$ cat src/rtl/serial_loader.sv
// Serial-to-parallel 8-bit word loader feeding an 8-bit register (d/st).
// Define SERIAL_LOADER_PARITY_EN to accept and check a trailing even-parity bit.
module serial_loader #(
    parameter int LSB_FIRST = 1
) (
    input  logic       clk,
    input  logic       rst,
    input  logic       in_bit,
    input  logic       in_valid,
    output logic       in_ready,
    input  logic       abort,
    output logic [7:0] d,
    output logic       st,
    output logic       busy,
    output logic       err
);

    localparam logic [2:0] IDLE   = 3'd0;
    localparam logic [2:0] SHIFT  = 3'd1;
    localparam logic [2:0] PARITY = 3'd2;
    localparam logic [2:0] DONE   = 3'd3;
    localparam logic [2:0] ERR    = 3'd4;

    logic [2:0] state;
    logic [2:0] cnt;
    logic [7:0] sr;
    logic [7:0] sr_next;
    logic [2:0] idx;
    logic [2:0] pos;
    logic       take;

    // Word position of the incoming bit; a new word always starts from an empty register.
    always_comb begin
        idx     = (state == IDLE) ? 3'd0 : cnt;
        pos     = (LSB_FIRST != 0) ? idx : 3'd7 - idx;
        sr_next = (state == IDLE) ? 8'h00 : sr;
        sr_next[pos] = in_bit;
    end

    assign in_ready = (state == IDLE) || (state == SHIFT) || (state == PARITY);
    assign take     = in_valid && in_ready && !abort;
    assign busy     = (state != IDLE);
    assign st       = (state == DONE);

`ifdef SERIAL_LOADER_PARITY_EN
    assign err = (state == ERR);
`else
    assign err = 1'b0;
`endif

    always_ff @(posedge clk or posedge rst) begin
        if (rst) begin
            state <= IDLE;
            cnt   <= 3'd0;
            sr    <= 8'h00;
            d     <= 8'h00;
        end else if (abort) begin
            state <= IDLE;
            cnt   <= 3'd0;
            sr    <= 8'h00;
        end else begin
            case (state)
                IDLE: begin
                    if (take) begin
                        sr    <= sr_next;
                        cnt   <= 3'd1;
                        state <= SHIFT;
                    end
                end
                SHIFT: begin
                    if (take) begin
                        if (cnt == 3'd7) begin
                            cnt <= 3'd0;
`ifdef SERIAL_LOADER_PARITY_EN
                            sr    <= sr_next;
                            state <= PARITY;
`else
                            d     <= sr_next;
                            sr    <= 8'h00;
                            state <= DONE;
`endif
                        end else begin
                            sr  <= sr_next;
                            cnt <= cnt + 3'd1;
                        end
                    end
                end
                PARITY: begin
`ifdef SERIAL_LOADER_PARITY_EN
                    if (take) begin
                        if ((^sr ^ in_bit) == 1'b0) begin
                            d     <= sr;
                            state <= DONE;
                        end else begin
                            state <= ERR;
                        end
                        sr <= 8'h00;
                    end
`else
                    state <= IDLE;
`endif
                end
                DONE, ERR: state <= IDLE;
                default:   state <= IDLE;
            endcase
        end
    end

endmodule

$ cat config.mk
export PLATFORM = sky130hd
export DESIGN_NAME = serial_loader
export DESIGN_NICKNAME = d
export VERILOG_FILES = /design/src/rtl/serial_loader.sv
export SDC_FILE = /design/constraint.sdc
export NUM_CORES = 1
export LEC_CHECK = 0
export BUFFER_PORTS_ARGS = -buffer_cell sky130_fd_sc_hd__buf_2
export CAP_MARGIN = 5
export CORE_ASPECT_RATIO = 0.75
export CORE_MARGIN = 5
export CORE_UTILIZATION = 56
export CTS_BUF_LIST = sky130_fd_sc_hd__clkbuf_16
export CTS_CLUSTER_DIAMETER = 40
export DETAILED_ROUTE_END_ITERATION = 12
export PLACE_DENSITY_LB_ADDON = 0.2
export SKIP_CTS_REPAIR_TIMING = 1
export SLEW_MARGIN = 30
export SYNTH_ARGS = -nofsm -noshare
export SYNTH_HDL_FRONTEND = slang
export SYNTH_SLANG_ARGS = --single-unit
$ cat constraint.sdc
create_clock -name clk -period 2.2 [get_ports clk]
set_clock_uncertainty 0.15 [all_clocks]
set_input_delay 0.33 -clock clk [delete_from_list [all_inputs] [get_ports clk]]
set_output_delay 0.33 -clock clk [all_outputs]
set_load 0.005 [all_outputs]
Word-level counts from Yosys, hierarchy flattened
Cells that the tools add are included.
Cells by class
  add/subtract/negate cells: 1
  order comparisons: 2
  equal/unequal tests: 7
  multiplexer cells: 19
  bitwise gates (word level): 1
  reduce and logical (&&, ||, !) cells: 12
Operators with widths (count)
  $mux W8: 5
  $mux W3: 8
  $pmux W8 S2: 1
  $pmux W3 S2: 2
  $bwmux W8: 1
  $eq A3 B2 Y1 const B: 2
  $ne A3 B3 Y1 const B: 2
  $reduce_and A3 Y1: 2
  $reduce_bool A3 Y1: 2
  $lt A3 B4 Y1 const B: 1
  $reduce_and A4 Y1: 1
  $add A3 B1 Y3 const B: 1
  $demux W1 S3: 1
  $eq A3 B1 Y1 const B: 1
  $eq A3 B3 Y1 const B: 1
  $ge A3 B1 Y1 const B: 1
  $logic_and A1 B1 Y1: 3
  $logic_not A3 Y1: 1
  $ne A3 B2 Y1 const B: 1
  $logic_or A1 B1 Y1: 2
  $logic_not A1 Y1: 1
  $mux W1: 1
  $not A1 Y1: 1
Word-level totals
  bits in registers: 22
  input bits: 5
  output and inout bits: 12
  logic and storage cells: 46

Logic depth before layout (Yosys ltp)
  word-level depth: 11
  gate-level depth with buffers: 6
  gate-level depth less buffers: 5

Worst setup path after synthesis
Ideal clock, no wire load.
  path type: register to register
  start: register cnt[0]
  end: register d[1]
  setup time: 0.127 ns
  arrival time: 1.439 ns
  data required time: 1.923 ns
  path slack: 0.484 ns
  cell stages (with the launch flop): 6
  path buffers: 1
  clock period less this slack: 1.716 ns
  cells stage by stage: dfrtp_1 ha_1 ha_1 and3_1 buf_6 mux2_1
Between the ends
  cells in the longest elaborated chain, start to end: 6
  elaborated cells on any way between the ends: 9
  classes of those cells: order compare (2); eq/ne (1); mux (4); reduce/logical (2)
Ends and longest elaborated chain
  start, declared: line 25  | logic [2:0] cnt;
  start signal, assigned: line 84  | cnt <= cnt + 3'd1;
  $mux W3: line 34  | idx = (state == IDLE) ? 3'd0 : cnt;
  $lt A3 B4 Y1 (not written as such) / $ge A3 B1 Y1 (equally long branches): line 37  | sr_next[pos] = in_bit;
  $logic_and A1 B1 Y1 (not written as such): line 37
  $mux W1 (not written as such): line 37
  $demux W1 S3: line 37
  $bwmux W8: line 37
  end signal, assigned: line 78  | d <= sr_next;
  end, declared: line 12  | output logic [7:0] d,
Several ways; a longest one is shown, not always the timed one.
A chain may end at the register's enable or synchronous reset.

Worst setup path after layout
  start: register cnt[1]
  end: register d[3]
Same word-level chain as after synthesis.

==> impl_metrics.tcl <==
set metrics [dict create \
    start_kind "flip-flop" \
    drcViolationCount 0 \
    fin_util_pct 65.4 \
    hold_violations 0 \
    die_w_um 65.8 \
    power_uw 853 \
    clock_sinks 21 \
    drt_wl_total_um 2890 \
    cts_buffers 3 \
    drt_iter0_markers 119 \
    status "finished clean" \
    coreArea_mm2 0.00227 \
    finalSetupTns_ps 0 \
    seq_area_frac_synth_pct 40.2 \
    yosysWarnings 0 \
    rows 15 \
    synth_top_cell_by_area "dfrtp_1" \
    path_clk_slew_ps 60 \
    async_flop_share_pct 100 \
    placed_cell_area_mm2 0.00141 \
    track_usage_pct 19.1 \
    antenna_left 0 \
    end_kind "flip-flop" \
    tightest_slew_ps 803 \
    finalInstanceArea_mm2 0.00149 \
    ys.flop_type "dfrtp_1" \
    syn_area_per_cell_um2 10.3 \
    ys_seq_elements 21 \
    routedWlPerCell_um 16.3 \
    fillers 179 \
    syn_nets 134 \
    die_h_um 51.8 \
    rsz0062_at_grt "no" \
    drv_cap 0 \
    antenna_cells 0 \
    dp_cells 173 \
    cts-root-buf "clkbuf_16" \
    clkLatencyLatePin_ps 250 \
    fin_cells 177 \
    vdd_drop_max_v 0.000693 \
    drive_gt1_share_pct 23.8 \
    dieArea_mm2 0.00341 \
    dr.pass1.iters 4 \
    synthCells 127 \
    synth_cell_types 39 \
    initial_utilization_pct 57.5 \
    hold_path.class "in -> async" \
    synth_enable_flop_cells 0 \
    dr_total_vias 1065 \
    layout_common_cells "dfrtp_1 (21), buf_2 (15), inv_1 (11)" \
    required_ps 2180 \
    grt_pass1_vias 1000 \
    htreeDepth 1 \
    critPathArrivalTime_ps 1970 \
    slew_headroom_pct 46.4 \
    finalSetupViolations 0 \
    vias_per_cell 6.02 \
    place.gp.congestion 0.806 \
    cts_buffer_depth 2 \
    grt_overflow_total 0 \
    crit_fanout 13 \
    synth_area_leaders "dfrtp_1 (40%), mux2_1 (6.0%), o2111ai_1 (4.7%), mux2_4 (4.6%), o211ai_1 (4.0%)" \
    portBuffers 15 \
    finalMaxSlewViolations 0 \
    power_density_mw_per_mm2 574 \
    final_common_cell "dfrtp_1" \
    io_pins 17 \
    antenna_found_initial 0 \
    cts_tree "done" \
    finalCriticalPeriod_ps 1990 \
    worstSetupPathType "reg -> reg" \
    grt_max_degree 22 \
    dpl.hpwl_um 2050 \
    layout.nets 151 \
    finalCritPeriodShare_pct 90.5 \
    timing.fmax_mhz 502 \
    leakage_nw 0.683 \
    netlist_area_mm2 0.00131 \
    synth_top_area_share_pct 40.2 \
    grt_pass1_wl_um 4920 \
    areaGrowthSynthToFinish_pct 13.7 \
]
[synth_stat cells, drive strengths merged (2+ instances only)]
cell,instances
nor3b,3
nand2b,4
o211ai,7
dfrtp,21
inv,10
nand4,8
a32o,4
nand3,3
nand2,5
nor2,4
nor3,2
buf,7
o21ai,2
mux2,12
ha,2
clkbuf,4
nand3b,3
or2,2
a21oi,2
nor2b,3
o2111ai,7
[worst paths after layout]
path | startpoint | to | slack (ps) | depth (start not counted)
max | cnt[1]$_DFFE_PP0P_ | d[3]$_DFFE_PP0P_ | 210 | 5
min | rst | sr[7]$_DFFE_PP0P_ | 80 | 2
max reg2reg | cnt[1]$_DFFE_PP0P_ | d[3]$_DFFE_PP0P_ | 210 | 5
min reg2reg | d[1]$_DFFE_PP0P_ | d[1]$_DFFE_PP0P_ | 330 | 1
max in group asynchronous | rst | sr[4]$_DFFE_PP0P_ | 1320 | 2
min in group clk | abort | cnt[2]$_DFFE_PP0P_ | 190 | 2
[layout make-up]
cell class / count / area, µm² / share of cell area [%]
clock buffer: 3 / 75.1 / 5.05
clock inverter: 1 / 3.75 / 0.253
inverter: 10 / 37.5 / 2.53
multi-input combinational: 85 / 666 / 44.8
sequential: 21 / 526 / 35.4
tap: 34 / 42.5 / 2.86
timing repair buffer: 23 / 135 / 9.10
[through the flow]
stage          setup slack (ps)  hold slack (ps)
2_1_floorplan               484              157
3_3_place_gp                342              314
3_5_place_dp                230              325
4_1_cts                     209             99.9
5_1_grt                    93.9              166
6_report                    210             75.7
[routing by layer]
layer  vias up  global-route usage, %  wire length (µm)
met5         -                      0                 0
met1       502                   27.0              1310
met2        54                   29.3              1280
li1        502                      -                 -
met3         7                   4.54               240
met4         0                   5.17                48
[worst max-delay path: stages, from the launching register on]
cell and delay [ps]:
dfrtp_1 560, ha_1 230, ha_1 210, and3_1 210, buf_4 170, mux2_1 340
[power breakdown]
part	leakage [nW]	switching, mW	total [mW]	internal (mW)
clock	0.0423	0.131	0.373	0.242
sequential	0.290	0.00951	0.401	0.391
combinational	0.350	0.0496	0.0790	0.0294
[kinds of logic after synthesis]
kind of cell / after synthesis / share of synthesized area [%]
DFF: 21 / 40.2
buffers and inverters: 21 / 8.81
muxes: 12 / 11.5
and+or+nand+nor: 41 / 19.3
AOI/OAI and AO/OA: 29 / 18.0
other: 1 / 0.287
adders and majority gates: 2 / 1.92
[state kept, by name, indices dropped and copies added (netlist names)]
register	count
state	2
d	8
sr	8
cnt	3
Power figures use the tool's default switching activity.
